[src/rtl/pc_control_if.sv]
// Bundle of control inputs and fetch-side outputs for the PC control block.
// The master side (pipeline / bench) drives stall and the redirect requests;
// the slave side (pc_control) drives the fetch address and status pulses.
interface pc_control_if #(
  parameter int CNT_W = 16
);

  // Hazard and redirect requests
  logic              stall;
  logic              branch_taken;
  logic [31:0]       branch_target;
  logic              jump;
  logic [31:0]       jump_target;

  // Registered fetch-side outputs
  logic [31:0]       pc;
  logic              nop;
  logic              fetch_valid;
  logic              misaligned;
  logic [CNT_W-1:0]  redirect_count;

  modport master (
    output stall,
    output branch_taken,
    output branch_target,
    output jump,
    output jump_target,
    input  pc,
    input  nop,
    input  fetch_valid,
    input  misaligned,
    input  redirect_count
  );

  modport slave (
    input  stall,
    input  branch_taken,
    input  branch_target,
    input  jump,
    input  jump_target,
    output pc,
    output nop,
    output fetch_valid,
    output misaligned,
    output redirect_count
  );

endinterface

[src/rtl/pc_control.sv]
// Program-counter control for a simple in-order pipeline.
// Sequential fetch advances by 4. A taken EX-stage branch or an ID-stage jump
// redirects fetch, emits a one-cycle nop to flush the downstream PC pipeline,
// and enters FLUSH, where the PC is held for one cycle before fetch resumes.
// Every output is registered, so no input reaches an output combinationally.
module pc_control #(
  parameter logic [31:0] RESET_VECTOR = 32'h0000_0000,
  parameter int          CNT_W        = 16
) (
  input logic         clk,
  input logic         rst_n,
  pc_control_if.slave bus
);

  typedef enum logic {
    RUN   = 1'b0,
    FLUSH = 1'b1
  } state_e;

  localparam logic [CNT_W-1:0] CNT_MAX = '1;

  state_e           state_q, state_d;
  logic [31:0]      pc_q, pc_d;
  logic             nop_q, nop_d;
  logic             fetch_valid_q, fetch_valid_d;
  logic             misaligned_q, misaligned_d;
  logic [CNT_W-1:0] cnt_q, cnt_d;

  logic             redirect;
  logic [31:0]      target;

  // Redirect request decode; the branch wins because it belongs to the older
  // instruction, so a younger jump in the same cycle is on the wrong path.
  always_comb begin
    redirect = bus.branch_taken | bus.jump;
    target   = bus.branch_taken ? bus.branch_target : bus.jump_target;
  end

  // Next-state and next-output logic for the RUN/FLUSH machine.
  // NOTE: every variable gets a default before any branch so no path leaves
  // it unassigned; otherwise synthesis would infer a latch to hold it.
  always_comb begin
    state_d       = state_q;
    pc_d          = pc_q;
    nop_d         = 1'b0;
    fetch_valid_d = 1'b0;
    misaligned_d  = 1'b0;
    cnt_d         = cnt_q;

    if (redirect) begin
      // Redirect beats stall in both states; a redirect while already in
      // FLUSH simply restarts the flush at the newer target.
      pc_d          = {target[31:2], 2'b00};
      nop_d         = 1'b1;
      fetch_valid_d = 1'b1;
      misaligned_d  = |target[1:0];
      state_d       = FLUSH;
      if (cnt_q != CNT_MAX) begin
        cnt_d = cnt_q + CNT_W'(1);
      end
    end else begin
      unique case (state_q)
        RUN: begin
          if (!bus.stall) begin
            // Sequential fetch; natural 32-bit wrap at the top of memory.
            pc_d          = pc_q + 32'd4;
            fetch_valid_d = 1'b1;
          end
        end
        FLUSH: begin
          // Downstream ignores the cycle after the nop, so hold the PC once
          // and resume sequential fetch next cycle whatever stall says.
          state_d = RUN;
        end
        default: begin
          state_d = RUN;
        end
      endcase
    end
  end

  // State and output registers with asynchronous reset; reset abandons any
  // flush in progress so no nop pulse follows reset release.
  // NOTE: sequential state uses non-blocking assignments so every register
  // samples the pre-edge values and simulation matches the synthesized flops.
  always_ff @(posedge clk or negedge rst_n) begin
    if (!rst_n) begin
      state_q       <= RUN;
      pc_q          <= RESET_VECTOR;
      nop_q         <= 1'b0;
      fetch_valid_q <= 1'b0;
      misaligned_q  <= 1'b0;
      cnt_q         <= '0;
    end else begin
      state_q       <= state_d;
      pc_q          <= pc_d;
      nop_q         <= nop_d;
      fetch_valid_q <= fetch_valid_d;
      misaligned_q  <= misaligned_d;
      cnt_q         <= cnt_d;
    end
  end

  // Drive the interface straight from the registers.
  always_comb begin
    bus.pc             = pc_q;
    bus.nop            = nop_q;
    bus.fetch_valid    = fetch_valid_q;
    bus.misaligned     = misaligned_q;
    bus.redirect_count = cnt_q;
  end

endmodule

[src/flat_wrapper.sv]
// flat-port wrapper written by rule: the top's interface ports become plain ports
module pc_control_flat 
#(
  parameter logic [31:0] RESET_VECTOR = 32'h0000_0000,
  parameter int          CNT_W        = 16
)
  (clk, rst_n, bus_stall, bus_branch_taken, bus_branch_target, bus_jump, bus_jump_target, bus_pc, bus_nop, bus_fetch_valid, bus_misaligned, bus_redirect_count);
  pc_control_if #(.CNT_W(CNT_W)) bus_i ();
  input logic clk;
  input logic rst_n;
  input wire logic [$bits(bus_i.stall)-1:0] bus_stall;
  input wire logic [$bits(bus_i.branch_taken)-1:0] bus_branch_taken;
  input wire logic [$bits(bus_i.branch_target)-1:0] bus_branch_target;
  input wire logic [$bits(bus_i.jump)-1:0] bus_jump;
  input wire logic [$bits(bus_i.jump_target)-1:0] bus_jump_target;
  output wire logic [$bits(bus_i.pc)-1:0] bus_pc;
  output wire logic [$bits(bus_i.nop)-1:0] bus_nop;
  output wire logic [$bits(bus_i.fetch_valid)-1:0] bus_fetch_valid;
  output wire logic [$bits(bus_i.misaligned)-1:0] bus_misaligned;
  output wire logic [$bits(bus_i.redirect_count)-1:0] bus_redirect_count;
  assign bus_i.stall = bus_stall;
  assign bus_i.branch_taken = bus_branch_taken;
  assign bus_i.branch_target = bus_branch_target;
  assign bus_i.jump = bus_jump;
  assign bus_i.jump_target = bus_jump_target;
  assign bus_pc = bus_i.pc;
  assign bus_nop = bus_i.nop;
  assign bus_fetch_valid = bus_i.fetch_valid;
  assign bus_misaligned = bus_i.misaligned;
  assign bus_redirect_count = bus_i.redirect_count;
  pc_control #(.RESET_VECTOR(RESET_VECTOR), .CNT_W(CNT_W)) u_core (.clk(clk), .rst_n(rst_n), .bus(bus_i));
endmodule
[config.mk]
export PLATFORM = sky130hd
export DESIGN_NAME = pc_control_flat
export DESIGN_NICKNAME = d
export VERILOG_FILES = /design/src/rtl/pc_control_if.sv /design/src/rtl/pc_control.sv /design/src/flat_wrapper.sv
export SDC_FILE = /design/constraint.sdc
export NUM_CORES = 1
export LEC_CHECK = 0
export ABC_AREA = 1
export BUFFER_PORTS_ARGS = -buffer_cell sky130_fd_sc_hd__buf_2
export CORE_MARGIN = 2
export CORE_UTILIZATION = 35
export DETAILED_ROUTE_END_ITERATION = 6
export PLACE_DENSITY_LB_ADDON = 0.12
export REMOVE_ABC_BUFFERS = 1
export SETUP_SLACK_MARGIN = 0.2
export SLEW_MARGIN = 20
export SYNTH_ARGS = -nofsm -noshare
export SYNTH_HDL_FRONTEND = slang
export SYNTH_SLANG_ARGS = --single-unit
[constraint.sdc]
create_clock -name clk -period 2 [get_ports clk]
set_input_delay 0 -clock clk [delete_from_list [all_inputs] [get_ports clk]]
set_output_delay 0 -clock clk [all_outputs]
set_load 0.01 [all_outputs]
Word-level counts from Yosys, hierarchy flattened
Index checks and enable logic that the tools add are counted.
W data, S select, Z words.
{ "word_totals": {"regBits": 51, "inputBits": 69, "output_inout_bits": 51, "wordCells": 23} }
{ "op_classes": {"n_addsub": 2, "eq_ne": 3, "n_mux": 9, "n_bitwise": 1, "n_reduce_logical": 3} }
{ "ops": {"columns": ["op", "count"], "rows": [
  ["$mux W32", 4],
  ["$add A32 B3 Y32 const B", 1],
  ["$add A16 B1 Y16 const B", 1],
  ["$ne A16 B16 Y1 const B", 1],
  ["$mux W1", 5],
  ["$reduce_and A2 Y1", 2],
  ["$ne A2 B1 Y1 const B", 1],
  ["$ne A2 B2 Y1 const B", 1],
  ["$reduce_or A2 Y1", 1],
  ["$or A1 B1 Y1", 1]
]} }

Logic depth before layout (Yosys ltp)
{ "depth": {"word_depth": 4, "ltp_mapped": 9, "mapped_depth_nobuf": 9} }

Worst setup path before layout
OpenSTA, ideal clock, no wires.
{ "synth_timing": {"path_kind": "reg2reg", "startpoint": "register u_core.cnt_q[0], in the netlist u_core.bus.redirect_count[0]", "endpoint": "register u_core.cnt_q[3], in the netlist u_core.bus.redirect_count[3]", "arrival_ns": 1.472, "setup_slack_ns": 0.463, "stages_incl_launch_ff": 10, "path_buffers": 1, "synth_period_minus_slack_ns": 1.537, "path_cell_list": "dfrtp_1 -> ha_1 -> nand3_1 -> clkinv_1 -> nand4_1 -> nand2_2 -> inv_2 -> buf_6 -> nand3b_1 -> nand2_1"} }
{ "synth_between": {"elab_chain_cells": 2} }
{ "synth_rtl": {"columns": ["element", "line", "text"], "rows": [
  ["from (decl)", "pc_control.sv:27", "logic [CNT_W-1:0] cnt_q, cnt_d;"],
  ["from (signal assigned)", "pc_control.sv:100", "cnt_q <= cnt_d;"],
  ["branches (longest 2 deep; another with $add A16 B1 Y16)", null, null]
]} }
Parallel ways; which one is timed is not known.
A chain may end at the register's enable or synchronous reset.

Worst setup path in the final report
{ "layout_timing": {"startpoint": "input port bus_branch_target[1]", "endpoint": "register u_core.misaligned_q, in the netlist u_core.bus.misaligned"} }
{ "layout_between": {"elab_chain_cells": 3} }
{ "layout_rtl": {"columns": ["element", "line", "text"], "rows": [
  ["from (decl)", "flat_wrapper.sv:13", "input wire logic [$bits(bus_i.branch_target)-1:0] bus_branch_target;"],
  ["$mux W32", "pc_control.sv:36", "target = bus.branch_taken ? bus.branch_target : bus.jump_target;"],
  ["$reduce_or A2 Y1", "pc_control.sv:56", "misaligned_d = |target[1:0];"],
  ["$mux W1", "pc_control.sv:50", "if (redirect) begin"],
  ["via u_core.misaligned_d", "pc_control.sv:26", "logic misaligned_q, misaligned_d;"],
  ["to (signal assigned)", "pc_control.sv:99", "misaligned_q <= misaligned_d;"],
  ["to (decl)", "pc_control.sv:26", null]
]} }
The timed path passes the listed nets, and every way through them passes these cells.

==> impl_metrics.csv <==
group,metric,value,unit
status,status,"finished clean",
finish,regArea,1230,um^2
clock_network,clockBufferDepth,2,
floorplanning,rows,35,
route,wirelength,9.70,mm
clock_network,cts_tree,"yes",
clock_network,clk_latency,0.31,ns
sta,setup_viol,0,
placed_design,globalplace.congestion,0.837,
floorplanning,die_area,10300,um^2
clock_network,postCtsSetupBuffers,0,
worst_setup_path,crit_fanout,1,
worst_setup_path,crit_chain,"dlygate4sd3_1 -> buf_2 -> o21ai_1 -> dlygate4sd3_1 -> nand2_1 -> dlygate4sd3_1",
worst_setup_path,r2r_setup_slack,0.37,ns
route,wl_per_cell,13.9,um
synth,syn_inst,466,
floorplanning,initial_utilization,36.0,%
finish,area_growth,26.0,%
grt,antenna_found_initial,0,
pwr,leakage,1.96,nW
route,ant_nets,0,
sta,max_freq,0.585,GHz
pwr,ir_drop,0.676,mV
route,drc,0,
synth,synth-warning-count,0,
finish,fin_nets,660,
grt,overflow,0,
worst_setup_path,reg2regPathDepth,8,
finish,multi_input_area,1860,um^2
synth,syn_avg_cell_area,7.11,um^2
sta,finalHoldViolations,0,
route,vias,3462,
sta,rsz0062_at_grt,"yes",
worst_setup_path,reg2reg_from,"u_core.bus.redirect_count[0]$_DFFE_PN0P_",
worst_setup_path,end_kind,"flip-flop",
grt,grt_pass1_vias,3356,
worst_setup_path,cpPeakStageDelay,0.56,ns
placed_design,dp_hpwl,7.28,mm
finish,n_fill_cell,990,
clock_network,cts_made_buffers,5,
min_path,worstHoldStart,"bus_jump_target[19]",
clock_network,clock-sinks,49,
synth,synthDistinctLibCells,33,
route,dr.pass1.iters,4,
worst_setup_path,arrival,1.90,ns
grt,grt_max_degree,34,
worst_setup_path,critPathTopFamily,"buffers and inverters",
worst_setup_path,cp.depth,6,
grt,grt_pass1_wl,16.1,mm
min_path,min_path_type,"input port to flip-flop",
sta,finalCritPeriodShare,85.4,%
placed_design,io_buffers,117,
worst_setup_path,path_buf_inv,4,
sta,tns,0,ns
flow_run,cap_violations,0,
clock_network,root_buffer,"clkbuf_8",
sta,final_max_slew_viol_count,0,
route,vias_per_cell,4.95,
worst_setup_path,criticalPathCategory,"input port to flip-flop",
worst_setup_path,crit_required,2.19,ns
sta,skew,0.0101,ns
pwr,total_power,2.89,mW
placed_design,pre_cts_ws,0.330,ns
floorplanning,die_x,101,um
synth,ys_seq_elements,49,
route,drt_iter0_drc,130,
sta,finalWorstSetupSlack,0.291,ns
floorplanning,pin_count,120,
worst_setup_path,crit_path_top_delay_cell,"dlygate4sd3_1",
sta,min_period,1.71,ns
finish,final_core_util,45.4,%
synth,yosysSeqAreaShare,37.0,%
worst_setup_path,r2r-end,"u_core.bus.redirect_count[14]$_DFFE_PN0P_",
finish,layout-drive-gt1-share,28.0,%
clock_network,cts_htree_levels,2,
synth,synth_area,3310,um^2
pwr,powerDensity,692,nW/um^2
min_path,holdPathStages,3,
worst_setup_path,crit_top_cell,"dlygate4sd3_1",
floorplanning,die_h,101,um
min_path,hold_end,"u_core.bus.pc[19]$_DFFE_PN0P_",
finish,antennaDiodeCount,0,
worst_setup_path,cp-start-kind,"input port",
floorplanning,design.core.area,9200,um^2
grt,track_usage,19.6,%
clock_network,clk_pin_slew,0.09,ns
==> metal layers <==
layer | routed length, um | global-route usage [%] | up-vias
li1 | - | - | 1791
met2 | 4710 | 34.8 | 87
met1 | 4280 | 24.6 | 1573
met3 | 580 | 3.80 | 11
met4 | 126 | 4.68 | 0
met5 | 0 | 0 | -
==> cells by family after synthesis <==
group / after synthesis / share of synthesized area [%]
xor gates and xnor gates: 20 / 5.29
and+or+nand+nor: 258 / 34.0
adders and majority gates: 2 / 0.755
buffers and inverters: 53 / 6.91
DFF: 49 / 37.0
other: 1 / 0.113
AOI/OAI and AO/OA: 83 / 15.9
==> cells in the mapped netlist <==
library cell | instances | share of area (%)
or2_0 | 1 | 0.19
buf_2 | 6 | 0.91
nor2_2 | 7 | 1.3
o21ai_0 | 9 | 1.4
a22o_1 | 1 | 0.26
nand3_1 | 38 | 5.7
nand3b_1 | 1 | 0.23
conb_1 | 1 | 0.11
ha_1 | 2 | 0.76
clkbuf_1 | 7 | 0.79
xor2_1 | 8 | 2.1
nand2_2 | 7 | 1.3
and2_1 | 1 | 0.19
xnor2_1 | 12 | 3.2
a31oi_1 | 6 | 1.1
nor2_1 | 64 | 7.3
a22oi_1 | 10 | 2.3
a21oi_1 | 24 | 3.6
inv_2 | 7 | 0.79
a221oi_1 | 18 | 4.8
nand2_1 | 127 | 14
inv_1 | 27 | 3.1
clkinv_1 | 1 | 0.11
nand4_1 | 3 | 0.57
buf_6 | 1 | 0.34
o21ai_2 | 2 | 0.53
o21ai_1 | 12 | 1.8
o22ai_1 | 1 | 0.19
buf_4 | 4 | 0.91
nor3_1 | 1 | 0.15
nor2_4 | 5 | 1.7
dfrtp_1 | 49 | 37
nor3_2 | 3 | 0.91
==> how the worst max path moves through the flow <==
stage,start,end
2_1_floorplan,u_core.bus.nop$_DFF_PN0_,u_core.bus.pc[3]$_DFFE_PN0P_
3_3_place_gp,u_core.bus.redirect_count[0]$_DFFE_PN0P_,u_core.bus.redirect_count[5]$_DFFE_PN0P_
3_5_place_dp,u_core.bus.redirect_count[0]$_DFFE_PN0P_,u_core.bus.redirect_count[5]$_DFFE_PN0P_
4_1_cts,bus_branch_target[1],u_core.bus.misaligned$_DFF_PN0_
5_1_grt,u_core.bus.redirect_count[0]$_DFFE_PN0P_,u_core.bus.redirect_count[14]$_DFFE_PN0P_
6_report,bus_branch_target[1],u_core.bus.misaligned$_DFF_PN0_
==> through the flow <==
step / instance area [um^2] / cells / hold slack [ns]
after CTS: 4160 / 699 / 0.000261
after floorplan: 3220 / 449 / -0.296
after global routing: 4170 / 700 / 0.00224
final: 4170 / 700 / 0.00690
after detailed placement: 4010 / 686 / -0.0172
after global placement: 4010 / 686 / -0.0139
==> state kept, by name (all words and copies together), names as in the netlist <==
register,cells
u_core.bus.misaligned,1
u_core.bus.pc,30
u_core.bus.redirect_count,16
u_core.bus.nop,1
u_core.bus.fetch_valid,1
==> power breakdown <==
part / switching, mW / total, mW / internal (mW)
logic: 0.509 / 0.898 / 0.389
registers: 0.227 / 1.37 / 1.15
clock network: 0.343 / 0.618 / 0.274
==> layout by cell type (no fill, tap or decap), types with 2 or more instances in the layout <==
master	n
nand2_1	127
a31oi_1	6
xor2_1	8
nand4_1	3
clkbuf_8	6
buf_2	117
a21oi_1	24
nor2_4	5
nor2_2	8
nor2_1	63
o21ai_1	13
inv_2	6
conb_1	2
nor3_2	3
nand3_1	38
xnor2_1	12
ha_1	2
dfrtp_1	49
o21ai_2	2
buf_4	9
dlygate4sd3_1	7
a22oi_1	10
nand2_2	7
o21ai_0	8
inv_1	27
a221oi_1	18
==> cell type report <==
class,instances,area share [%]
Timing Repair Buffer,133,17.3
Multi-Input combinational cell,365,44.6
Clock inverter,1,0.180
Inverter,35,3.18
Tap cell,111,3.33
Sequential cell,49,29.4
Clock buffer,6,1.98
==> worst register-to-register path, stage by stage, from the launching register on <==
cell and delay [ns]:
dfrtp_1 0.44, ha_1 0.23, nand3_1 0.12, clkinv_1 0.10, nand4_1 0.11, nand2_2 0.10
clkinv_2 0.21, nand2_1 0.15, o21ai_2 0.05
==> what timing repair did <==
item                       in CTS  in global routing
gates resized for setup         0                  2
setup endpoints to repair       0                  2
hold endpoints to repair       51                  1
hold buffers                    6                  1
Note: power is estimated with default switching activity, not from simulation.
